## config.mk

```make
export PLATFORM = sky130hd
export DESIGN_NAME = sort_block_loader
export DESIGN_NICKNAME = d
export VERILOG_FILES = /design/src/rtl/sort_block_loader.sv
export SDC_FILE = /design/constraint.sdc
export NUM_CORES = 1
export LEC_CHECK = 0
export ABC_AREA = 1
export ABC_CLOCK_PERIOD_IN_PS = 4600
export BUFFER_PORTS_ARGS = -buffer_cell sky130_fd_sc_hd__clkbuf_2
export CAP_MARGIN = 25
export CELL_PAD_IN_SITES_DETAIL_PLACEMENT = 2
export CELL_PAD_IN_SITES_GLOBAL_PLACEMENT = 2
export CORE_UTILIZATION = 35
export DETAILED_ROUTE_END_ITERATION = 12
export HOLD_SLACK_MARGIN = 0.1
export PLACE_DENSITY = 0.8
export SLEW_MARGIN = 25
export SYNTH_ARGS = -nofsm -noshare
export SYNTH_HDL_FRONTEND = slang
export SYNTH_SLANG_ARGS = --single-unit
```

## constraint.sdc

```tcl
create_clock -name clk -period 4.6 [get_ports clk]
set_input_delay 1.15 -clock clk [delete_from_list [all_inputs] [get_ports clk]]
set_output_delay 1.15 -clock clk [all_outputs]
set_load 0.01 [all_outputs]
```

## src/rtl/sort_block_loader.sv

```systemverilog
// Packs a byte stream into BLK_LEN-element blocks for the merge-sort stage.
// Two ping-pong buffers let one block fill while the other is held for the sorter.
module sort_block_loader #(
    parameter int                DATA_W  = 8,
    parameter int                BLK_LEN = 4,
    parameter logic [DATA_W-1:0] PAD_VAL = 8'hFF
) (
    input  logic                        clk,
    input  logic                        rst,
    input  logic                        s_valid,
    input  logic [DATA_W-1:0]           s_data,
    input  logic                        s_last,
    output logic                        s_ready,
    output logic                        blk_valid,
    input  logic                        blk_ready,
    output logic [DATA_W*BLK_LEN-1:0]   blk_data,
    output logic [$clog2(BLK_LEN):0]    blk_cnt
);

    localparam int IDX_W = $clog2(BLK_LEN);
    localparam int CNT_W = IDX_W + 1;

    logic [1:0][BLK_LEN-1:0][DATA_W-1:0] buf_q, buf_d;
    logic [1:0][CNT_W-1:0]               cnt_q, cnt_d;
    logic [1:0]                          full_q, full_d;
    logic                                wr_sel_q, wr_sel_d;
    logic                                rd_sel_q, rd_sel_d;
    logic [IDX_W-1:0]                    idx_q, idx_d;

    logic accept;
    logic drain;
    logic close;

    always_ff @(posedge clk or negedge rst) begin
        if (!rst) begin
            buf_q    <= '0;
            cnt_q    <= '0;
            full_q   <= '0;
            wr_sel_q <= 1'b0;
            rd_sel_q <= 1'b0;
            idx_q    <= '0;
        end else begin
            buf_q    <= buf_d;
            cnt_q    <= cnt_d;
            full_q   <= full_d;
            wr_sel_q <= wr_sel_d;
            rd_sel_q <= rd_sel_d;
            idx_q    <= idx_d;
        end
    end

    always_comb begin
        buf_d    = buf_q;
        cnt_d    = cnt_q;
        full_d   = full_q;
        wr_sel_d = wr_sel_q;
        rd_sel_d = rd_sel_q;
        idx_d    = idx_q;

        accept = s_valid && !full_q[wr_sel_q];
        drain  = full_q[rd_sel_q] && blk_ready;
        close  = (idx_q == IDX_W'(BLK_LEN - 1)) || s_last;

        // A drained buffer is always full, a filling one never is, so the two
        // updates below can never touch the same buffer in one cycle.
        if (drain) begin
            full_d[rd_sel_q] = 1'b0;
            rd_sel_d         = !rd_sel_q;
        end

        if (accept) begin
            buf_d[wr_sel_q][idx_q] = s_data;
            if (close) begin
                for (int i = 0; i < BLK_LEN; i++) begin
                    if (IDX_W'(i) > idx_q) begin
                        buf_d[wr_sel_q][i] = PAD_VAL;
                    end
                end
                cnt_d[wr_sel_q]  = CNT_W'(idx_q) + CNT_W'(1);
                full_d[wr_sel_q] = 1'b1;
                wr_sel_d         = !wr_sel_q;
                idx_d            = '0;
            end else begin
                idx_d = idx_q + IDX_W'(1);
            end
        end
    end

    always_comb begin
        s_ready   = !full_q[wr_sel_q];
        blk_valid = full_q[rd_sel_q];
        blk_data  = buf_q[rd_sel_q];
        blk_cnt   = cnt_q[rd_sel_q];
    end

endmodule
```

==> results of run 1 <==
## worst max-delay path, stage by stage, from the launching register on
cell and delay, ps:
dfrtp_1 360, clkinv_1 670, nand2_1 260, nand2_1 110, clkbuf_2 140
## Yosys cell counts
library cell | count | area, um2
buf_2 | 3 | 15.01
inv_1 | 52 | 195.2
nand2_2 | 6 | 37.54
nand2_1 | 239 | 897.1
nand2_4 | 1 | 11.26
nor2_4 | 1 | 11.26
ha_1 | 4 | 50.05
buf_6 | 4 | 45.04
a21oi_1 | 15 | 75.07
nand3_1 | 18 | 90.09
clkinv_1 | 1 | 3.750
inv_2 | 1 | 3.750
o21ai_0 | 50 | 250.2
nand4_1 | 7 | 43.79
inv_4 | 1 | 6.260
dfrtp_1 | 76 | 1902
nand3_4 | 1 | 17.52
nor2_1 | 26 | 97.59
nor2_2 | 3 | 18.77
buf_4 | 2 | 15.01
clkbuf_1 | 7 | 26.28
o21ai_1 | 2 | 10.01
## routing by layer
layer,track usage (%),up-vias
li1,-,1696
met1,29.29,1760
met2,38.96,41
met3,2.882,13
met4,7.730,0
met5,0,-
## cells by family after synthesis
family,after synthesis,synth area share [%]
AND/OR/NAND/NOR,302,32.05
flip-flops,76,49.75
adder cells (fa/ha/maj),4,1.309
AO/OA/AOI/OAI,67,8.772
buffers and inverters,71,8.118
## power groups by stage
| stage | Combinational, mW | Sequential [mW] | Clock, mW |
|---|---|---|---|
| floorplan | 0.978 | 1.07 | 0 |
| global placement | 1.37 | 1.12 | 0 |
| detailed placement | 1.44 | 1.14 | 0 |
| CTS | 1.45 | 1.13 | 0.486 |
| global route | 1.64 | 1.16 | 0.507 |
| finish | 1.42 | 1.12 | 0.475 |
## cell type report
cell class,count,area [um2]
multi-input combinational,373,1610
sequential,76,1902
fill,1263,6135
clock buffer,12,145.1
inverter,55,209.0
timing repair buffer,51,266.5
clock inverter,4,25.02
tap,136,170.2
## path summary, 6_finish.rpt
path	from	slack, ps	to	depth (start not counted)
max	rd_sel_q$_DFFE_PN0N_	1540	blk_data[15]	4
min	buf_q[30]$_DFFE_PN0P_	490	buf_q[30]$_DFFE_PN0P_	2
max reg2reg	wr_sel_q$_DFFE_PN0P_	2380	buf_q[25]$_DFFE_PN0P_	7
min reg2reg	buf_q[30]$_DFFE_PN0P_	490	buf_q[30]$_DFFE_PN0P_	2
max in group asynchronous	rst	3270	cnt_q[0]$_DFFE_PN0P_	1
min in group asynchronous	rst	830	buf_q[62]$_DFFE_PN0P_	1
==> out/metrics.yaml, run 1 <==
place:
  place_area_um2: 4154
  dp_hpwl_mm: 8.088
  portBuffers: 49
  pre_cts_ws_ps: 1861
  routabilityCongestion: 0.7155
  dp_cells: 691
route:
  firstDrtPassIters: 4
  highest_layer: "met4"
  wl_met2_mm: 5.819
  drtIter0Drc: 84
  routedWlPerCell_um: 16.59
  vias: 3510
  viasPerCell: 4.965
  drc: 0
  postRouteAntennaNets: 0
  wl_met1_mm: 5.496
  dr_wl_met3_um: 249
  routed_wl_mm: 11.73
power_and_ir_drop:
  cellInternalPower_mw: 1.626
  power_switching_share_pct: 46.02
  p_comb_share_pct: 47.0
  power_density_nw_per_um2: 695.9
  irDropWorstVdd_mv: 0.1846
  pwr-share-seq_pct: 37.2
  finalPower_mw: 3.012
  power_frac_clock_pct: 15.8
  p_leak_nw: 2.372
  power.switching_mw: 1.386
finish:
  final_cell_mix: "239 x nand2_1, 76 x dfrtp_1, 52 x inv_1"
  utilization_pct: 41.37
  diodes: 0
  finalNonFillerCells: 707
  stdcell_area_um2: 4328
  area_growth_pct: 13.22
  fin_nets: 583
  drive_gt1_share_pct: 13.84
  final_common_cell: "nand2_1"
global_route:
  grt_antenna_before_repair: 0
  grt_pass1_vias: 3882
  grt_pass1_wl_mm: 19.80
  grt_overflow: 0
  grt.total_usage_pct: 22.65
  grt_max_degree: 77
logic_synthesis:
  seq_area_frac_synth_pct: 49.75
  ys_types: 22
  syn_area_um2: 3822
  syn-num-nets: 537
  synth_cells: 520
  synth_warnings: 0
  syn-mean-instance-area_um2: 7.351
  synth-seq-cells: 76
die:
  start_util_pct: 36.53
  io-pin-count: 50
  dieArea_um2: 11340
  rows: 37
  die_h_um: 106.5
  coreArea_um2: 10460
  die_w_um: 106.5
timing:
  fin_skew_ps: 10.15
  setup_tns_ps: 0
  worst_slew_pin_slew_ps: 854.6
  rsz0062_at_grt: "no"
  finalSetupViolCount: 0
  hold_viol_final: 0
  period_share_pct: 66.43
  drv_slew: 0
  max_slew_margin_pct: 42.67
  holdWs_ps: 487.3
  period_needed_ps: 3056
  fmaxAchievable_mhz: 327.2
  fin_ws_ps: 1544
worst_setup_path:
  cp-end-kind: "output pin"
  crit_type: "flop to output pin"
  required_ps: 3450
  worstSetupStartpointType: "flop"
  path_max_fanout: 27
  worstPathArrival_ps: 1910
clock_network:
  clkSinkCount: 76
  insertion_delay_ps: 360
  clockBufferDepth: 2
  tritoncts: "done"
  cts_buffers: 9
  cts.repair.resized: 0
  h-tree-depth: 3
  clockRootBuffer: "clkbuf_8"
  postCtsSetupRepairBufs: 0
  cts.clk_slew.worst_paths_ps: 80
  holdBufCountCts: 0
run_status:
  status: "completed"
min_path:
  hold_path.class: "flop to flop"
run:
  max_cap_violations: 0
No activity file was read; power rests on OpenSTA's default activity.
==> run 2: changes to the inputs <==
Settings changed: ABC_CLOCK_PERIOD_IN_PS 4600 to 2530, CORE_UTILIZATION 35 to 30, PLACE_DENSITY 0.8 to 0.72.
Clock period 4.6 ns to 2.53 ns, I/O delays scaled along.
==> out/metrics.yaml, run 2 (synthesis gave the netlist of run 1 again) <==
timing:
  max_slew_margin_pct: 62.69  # +20 points
  finalSetupViolCount: 0  # unchanged
  hold_viol_final: 0  # unchanged
  period_share_pct: 83.09
  fmaxAchievable_mhz: 475.7
  setup_tns_ps: 0  # unchanged
  period_needed_ps: 2102
  fin_skew_ps: 6.366  # -3.781 ps
  rsz0062_at_grt: "no"
  fin_ws_ps: 427.8  # -1116 ps
  drv_slew: 0  # unchanged
  worst_slew_pin_slew_ps: 559.7  # -294.9 ps
power_and_ir_drop:
  power.switching_mw: 2.585  # +86%
  power_switching_share_pct: 43.83  # -2.2 points
  pwr-share-seq_pct: 34.7  # -2.5 points
  p_leak_nw: 2.457  # +3.6%
  p_comb_share_pct: 44.5  # -2.5 points
  cellInternalPower_mw: 3.313  # +100%
  power_frac_clock_pct: 20.8  # +5.0 points
  power_density_nw_per_um2: 1302  # +87%
  irDropWorstVdd_mv: 0.3938  # +110%
clock_network:
  clkSinkCount: 76  # unchanged
  clockRootBuffer: "clkbuf_16"
  cts_buffers: 9  # unchanged
  insertion_delay_ps: 340  # -20 ps
  clockBufferDepth: 2  # unchanged
  cts.clk_slew.worst_paths_ps: 60  # -20 ps
  h-tree-depth: 3  # unchanged
  cts.repair.resized: 0  # unchanged
  postCtsSetupRepairBufs: 0  # unchanged
  holdBufCountCts: 0  # unchanged
  tritoncts: "done"
finish:
  fin_nets: 589  # +1.0%
  finalNonFillerCells: 744  # +5.2%
  final_common_cell: "nand2_1"
  fillers: 1490  # +18%
  drive_gt1_share_pct: 14.93  # +1.1 points
  diodes: 0  # unchanged
  final_cell_mix: "239 x nand2_1, 76 x dfrtp_1, 52 x inv_1"
  area_growth_pct: 18.49
  utilization_pct: 37.09  # -4.3 points
route:
  firstDrtPassIters: 4  # unchanged
  viasPerCell: 4.741  # -4.5%
  postRouteAntennaNets: 0  # unchanged
  routed_wl_mm: 12.46  # +6.2%
  drtIter0Drc: 114  # +36%
  vias: 3527  # +0.48%
  routedWlPerCell_um: 16.75  # +0.93%
  drc: 0  # unchanged
min_path:
  hold_path.class: "input port to asynchronous set/reset pin"
die:
  coreArea_um2: 12210  # +17%
  die_w_um: 114.9  # +7.9%
  start_util_pct: 31.30  # -5.2 points
  dieArea_um2: 13200  # +16%
  die_h_um: 114.9  # +7.9%
  rows: 40  # +8.1%
  io-pin-count: 50  # unchanged
place:
  dp_cells: 729  # +5.5%
  pre_cts_ws_ps: 483.6  # -1378 ps
  routabilityCongestion: 0.7186  # +0.43%
  dp_hpwl_mm: 8.926  # +10%
  portBuffers: 49  # unchanged
run:
  max_cap_violations: 0  # unchanged
global_route:
  grt_pass1_wl_mm: 20.76  # +4.8%
  grt.total_usage_pct: 20.89  # -1.8 points
  grt_max_degree: 38  # -51%
  grt_antenna_before_repair: 0  # unchanged
  grt_pass1_vias: 3927  # +1.2%
  grt_overflow: 0  # unchanged
worst_setup_path:
  worstSetupStartpointType: "flop"
  rrSetupSlack_ps: 560  # -1820 ps
  r2r-start: "wr_sel_q$_DFFE_PN0P_"
  crit_type: "flop to output pin"
  worstRegToRegCells: 8  # +1
  worstPathArrival_ps: 1470  # -440 ps
  timing.rr.end: "buf_q[27]$_DFFE_PN0P_"
  cp-end-kind: "output pin"
  required_ps: 1900  # -1550 ps
  path_max_fanout: 31  # +15%
run_status:
  status: "completed"
-- run 2: power groups by stage --
stage                     Sequential (mW)  Clock [mW]  Combinational [mW]
after floorplan                      1.95           0                1.78
after global placement               2.05           0                2.52
after detailed placement             2.07           0                2.67
after CTS                            2.05        1.26                2.71
after global routing                 2.12        1.30                3.01
final                                2.05        1.23                2.62
-- run 2: stage by stage --
stage / total power, mW / cell area [um2] / hold WS (ps)
6_report: 5.898 / 4529 / 279.2
3_5_place_dp: 4.736 / 4252 / 467.2
2_1_floorplan: 3.724 / 3822 / 336.9
5_1_grt: 6.427 / 4529 / 311.5
4_1_cts: 6.028 / 4529 / 292.5
3_3_place_gp: 4.565 / 4252 / 462.8
-- run 2: area by class of cell --
cell class	instances	area, um2	share of cell area, %
sequential	76	1902	41.99
clock inverter	4	25.02	0.5525
inverter	55	209.0	4.613
timing repair buffer	57	320.3	7.072
multi-input combinational	373	1610	35.55
clock buffer	11	252.7	5.580
tap	168	210.2	4.641
-- run 2: routing by layer --
layer,share of wire [%],track usage [%],up-vias
met5,0,0,-
met4,1.5,7.792,0
met3,2.0,2.847,11
met2,51,37.35,34
met1,46,25.54,1778
li1,-,-,1704
-- run 2: worst max-delay path: stages, from the launching register on --
cell      delay (ps)
dfrtp_1          380
buf_4            360
nand2_1          110
nand2_1          110
clkbuf_2         140
-- run 2: worst max path at each step --
stage | startpoint | slack [ps] | endpoint
floorplan | rd_sel_q$_DFFE_PN0N_ | 850 | blk_data[0]
global placement | s_valid | 590 | buf_q[29]$_DFFE_PN0P_
detailed placement | s_valid | 480 | buf_q[27]$_DFFE_PN0P_
CTS | rd_sel_q$_DFFE_PN0N_ | 380 | blk_data[15]
global route | rd_sel_q$_DFFE_PN0N_ | 320 | blk_data[13]
finish | rd_sel_q$_DFFE_PN0N_ | 430 | blk_data[15]
==> run 3: changes to the inputs <==
Settings changed: ABC_CLOCK_PERIOD_IN_PS 2530 to 1980, CORE_UTILIZATION 30 to 33, PLACE_DENSITY 0.72 to 0.76.
Clock period 2.53 ns to 1.98 ns, I/O delays scaled along.
==> out/metrics.yaml, run 3 (synthesis gave the netlist of run 1 again) <==
clock_network:
  clockBufferDepth: 2  # unchanged
  clkSinkCount: 76  # unchanged
  cts.clk_slew.worst_paths_ps: 60  # about the same
  h-tree-depth: 3  # unchanged
  tritoncts: "done"
  insertion_delay_ps: 330  # about the same
  clockRootBuffer: "clkbuf_16"
  cts_buffers: 9  # unchanged
timing:
  worst_slew_pin_slew_ps: 563.7  # +4.016 ps
  drv_slew: 0  # unchanged
  period_needed_ps: 1858
  fin_skew_ps: 3.770  # -2.596 ps
  period_share_pct: 93.83
  finalSetupViolCount: 0  # unchanged
  hold_viol_final: 0  # unchanged
  rsz0062_at_grt: "no"
  setup_tns_ps: 0  # unchanged
  max_slew_margin_pct: 62.42  # -0.27 points
  fmaxAchievable_mhz: 538.3
finish:
  fin_nets: 593  # +0.68%
  regArea_um2: 1902  # unchanged
  final_cell_mix: "234 x nand2_1, 76 x dfrtp_1, 52 x inv_1"
  drive_gt1_share_pct: 16.21  # +1.3 points
  diodes: 0  # unchanged
  area_growth_pct: 19.97
  multi_input_area_um2: 1625  # +0.93%
  final_common_cell: "nand2_1"
  utilization_pct: 41.39  # +4.3 points
  finalNonFillerCells: 720  # -3.2%
  stdcell_area_um2: 4586  # +1.2%
  fillers: 1313  # -12%
route:
  postRouteAntennaNets: 0  # unchanged
  drtIter0Drc: 104  # -8.8%
  viasPerCell: 5.043  # +6.4%
  drc: 0  # unchanged
  routed_wl_mm: 13.31  # +6.8%
  routedWlPerCell_um: 18.48  # +10%
  firstDrtPassIters: 4  # unchanged
  vias: 3631  # +2.9%
place:
  dp_hpwl_mm: 8.955  # +0.32%
  routabilityCongestion: 0.8030  # +12%
  dp_cells: 704  # -3.4%
  portBuffers: 49  # unchanged
  place_area_um2: 4252  # unchanged
global_route:
  grt_overflow: 0  # unchanged
  grt_pass1_wl_mm: 21.72  # +4.6%
  grt_max_degree: 41  # +7.9%
  grt.total_usage_pct: 24.49  # +3.6 points
  grt_pass1_vias: 4107  # +4.6%
  grt_antenna_before_repair: 0  # unchanged
die:
  dieArea_um2: 12020  # -8.9%
  start_util_pct: 34.50  # +3.2 points
  io-pin-count: 50  # unchanged
  coreArea_um2: 11080  # -9.3%
  rows: 38  # -5.0%
  die_w_um: 109.6  # -4.6%
  die_h_um: 109.6  # -4.6%
worst_setup_path:
  required_ps: 1480  # -420 ps
  path_max_fanout: 8  # -74%
  worstSetupStartpointType: "flop"
  rrSetupSlack_ps: 160  # -400 ps
  r2r-start: "idx_q[1]$_DFFE_PN0P_"
  crit_type: "flop to output pin"
  startpoint: "wr_sel_q$_DFFE_PN0P_"
  worstRegToRegCells: 8  # unchanged
  timing.rr.end: "buf_q[28]$_DFFE_PN0P_"
  critical_path.endpoint: "s_ready"
  worstPathArrival_ps: 1360  # -110 ps
  cp-end-kind: "output pin"
power_and_ir_drop:
  finalPower_mw: 7.909  # +34%
  irDropWorstVdd_mv: 0.7965  # +100%
  power_density_nw_per_um2: 1725  # +32%
  p_leak_nw: 2.501  # +1.8%
run:
  max_cap_violations: 0  # unchanged
run_status:
  status: "completed"
min_path:
  hold_path.class: "input port to asynchronous set/reset pin"
-- run 3: cell types whose count changed in the layout (fill, tap and decap cells not counted) --
cell / before / now
buf_8: 0 / 1
buf_4: 8 / 10
nand2_2: 6 / 11
clkbuf_8: 2 / 3
clkbuf_1: 0 / 2
clkinv_2: 2 / 0
nand2_1: 239 / 234
clkinvlp_4: 2 / 0
bufinv_16: 0 / 1
nor2_1: 26 / 25
buf_12: 1 / 2
nor2_2: 3 / 4
-- run 3: timing repair --
| item | 4_1_cts | 5_1_grt |
|---|---|---|
| pin swaps | 1 | 0 |
| setup endpoints to repair | 9 | 48 |
| resized for setup | 1 | 7 |
| hold buffers | 0 | 0 |
| setup buffers | 1 | 0 |
-- run 3: power breakdown --
part	internal, mW	switching, mW	total (mW)
clock	1.07	0.641	1.72
combinational	1.21	2.36	3.57
sequential	2.20	0.423	2.62
total	4.49	3.42	7.91
-- run 3: cell type report --
| class | instances | share of cell area (%) |
|---|---|---|
| Inverter | 55 | 4.557 |
| Timing Repair Buffer | 61 | 8.076 |
| Clock buffer | 14 | 5.975 |
| Sequential cell | 76 | 41.47 |
| Multi-Input combinational cell | 373 | 35.44 |
| Tap cell | 140 | 3.820 |
| Clock inverter | 1 | 0.6548 |
-- run 3: worst max-delay path, cell delays in order, from the launching register on --
cell and delay (ps):
dfrtp_1 490, nand2_2 130, buf_4 190, nand2_1 70
inv_1 40, clkbuf_2 110
-- run 3: how the worst min path moves through the flow --
| stage | startpoint | end | slack (ps) | cells after the start |
|---|---|---|---|---|
| finish | rst | buf_q[60]$_DFFE_PN0P_ | 150 | 1 |
| floorplan | rst | asynchronous set/reset pin | 200 | 0 |
| global placement | buf_q[27]$_DFFE_PN0P_ | buf_q[27]$_DFFE_PN0P_ | 460 | 2 |
| global route | rst | buf_q[63]$_DFFE_PN0P_ | 190 | 1 |
| detailed placement | buf_q[31]$_DFFE_PN0P_ | buf_q[31]$_DFFE_PN0P_ | 470 | 2 |
| CTS | rst | buf_q[60]$_DFFE_PN0P_ | 170 | 1 |
-- run 3: per-layer routing --
layer	wire, um	GRT usage (%)	vias up	share of wire [%]
li1	-	-	1721	-
met1	6284	32.04	1837	47
met2	6495	42.09	57	49
met3	334	2.727	16	2.5
met4	194	8.190	0	1.5
met5	0	0	-	0
-- run 3: metrics by stage --
step,hold slack [ps],worst slack (ps)
CTS,171.6,40.50
floorplan,199.4,435.9
detailed placement,469.1,44.95
global route,186.2,18.39
finish,152.2,122.2
global placement,462.3,125.6
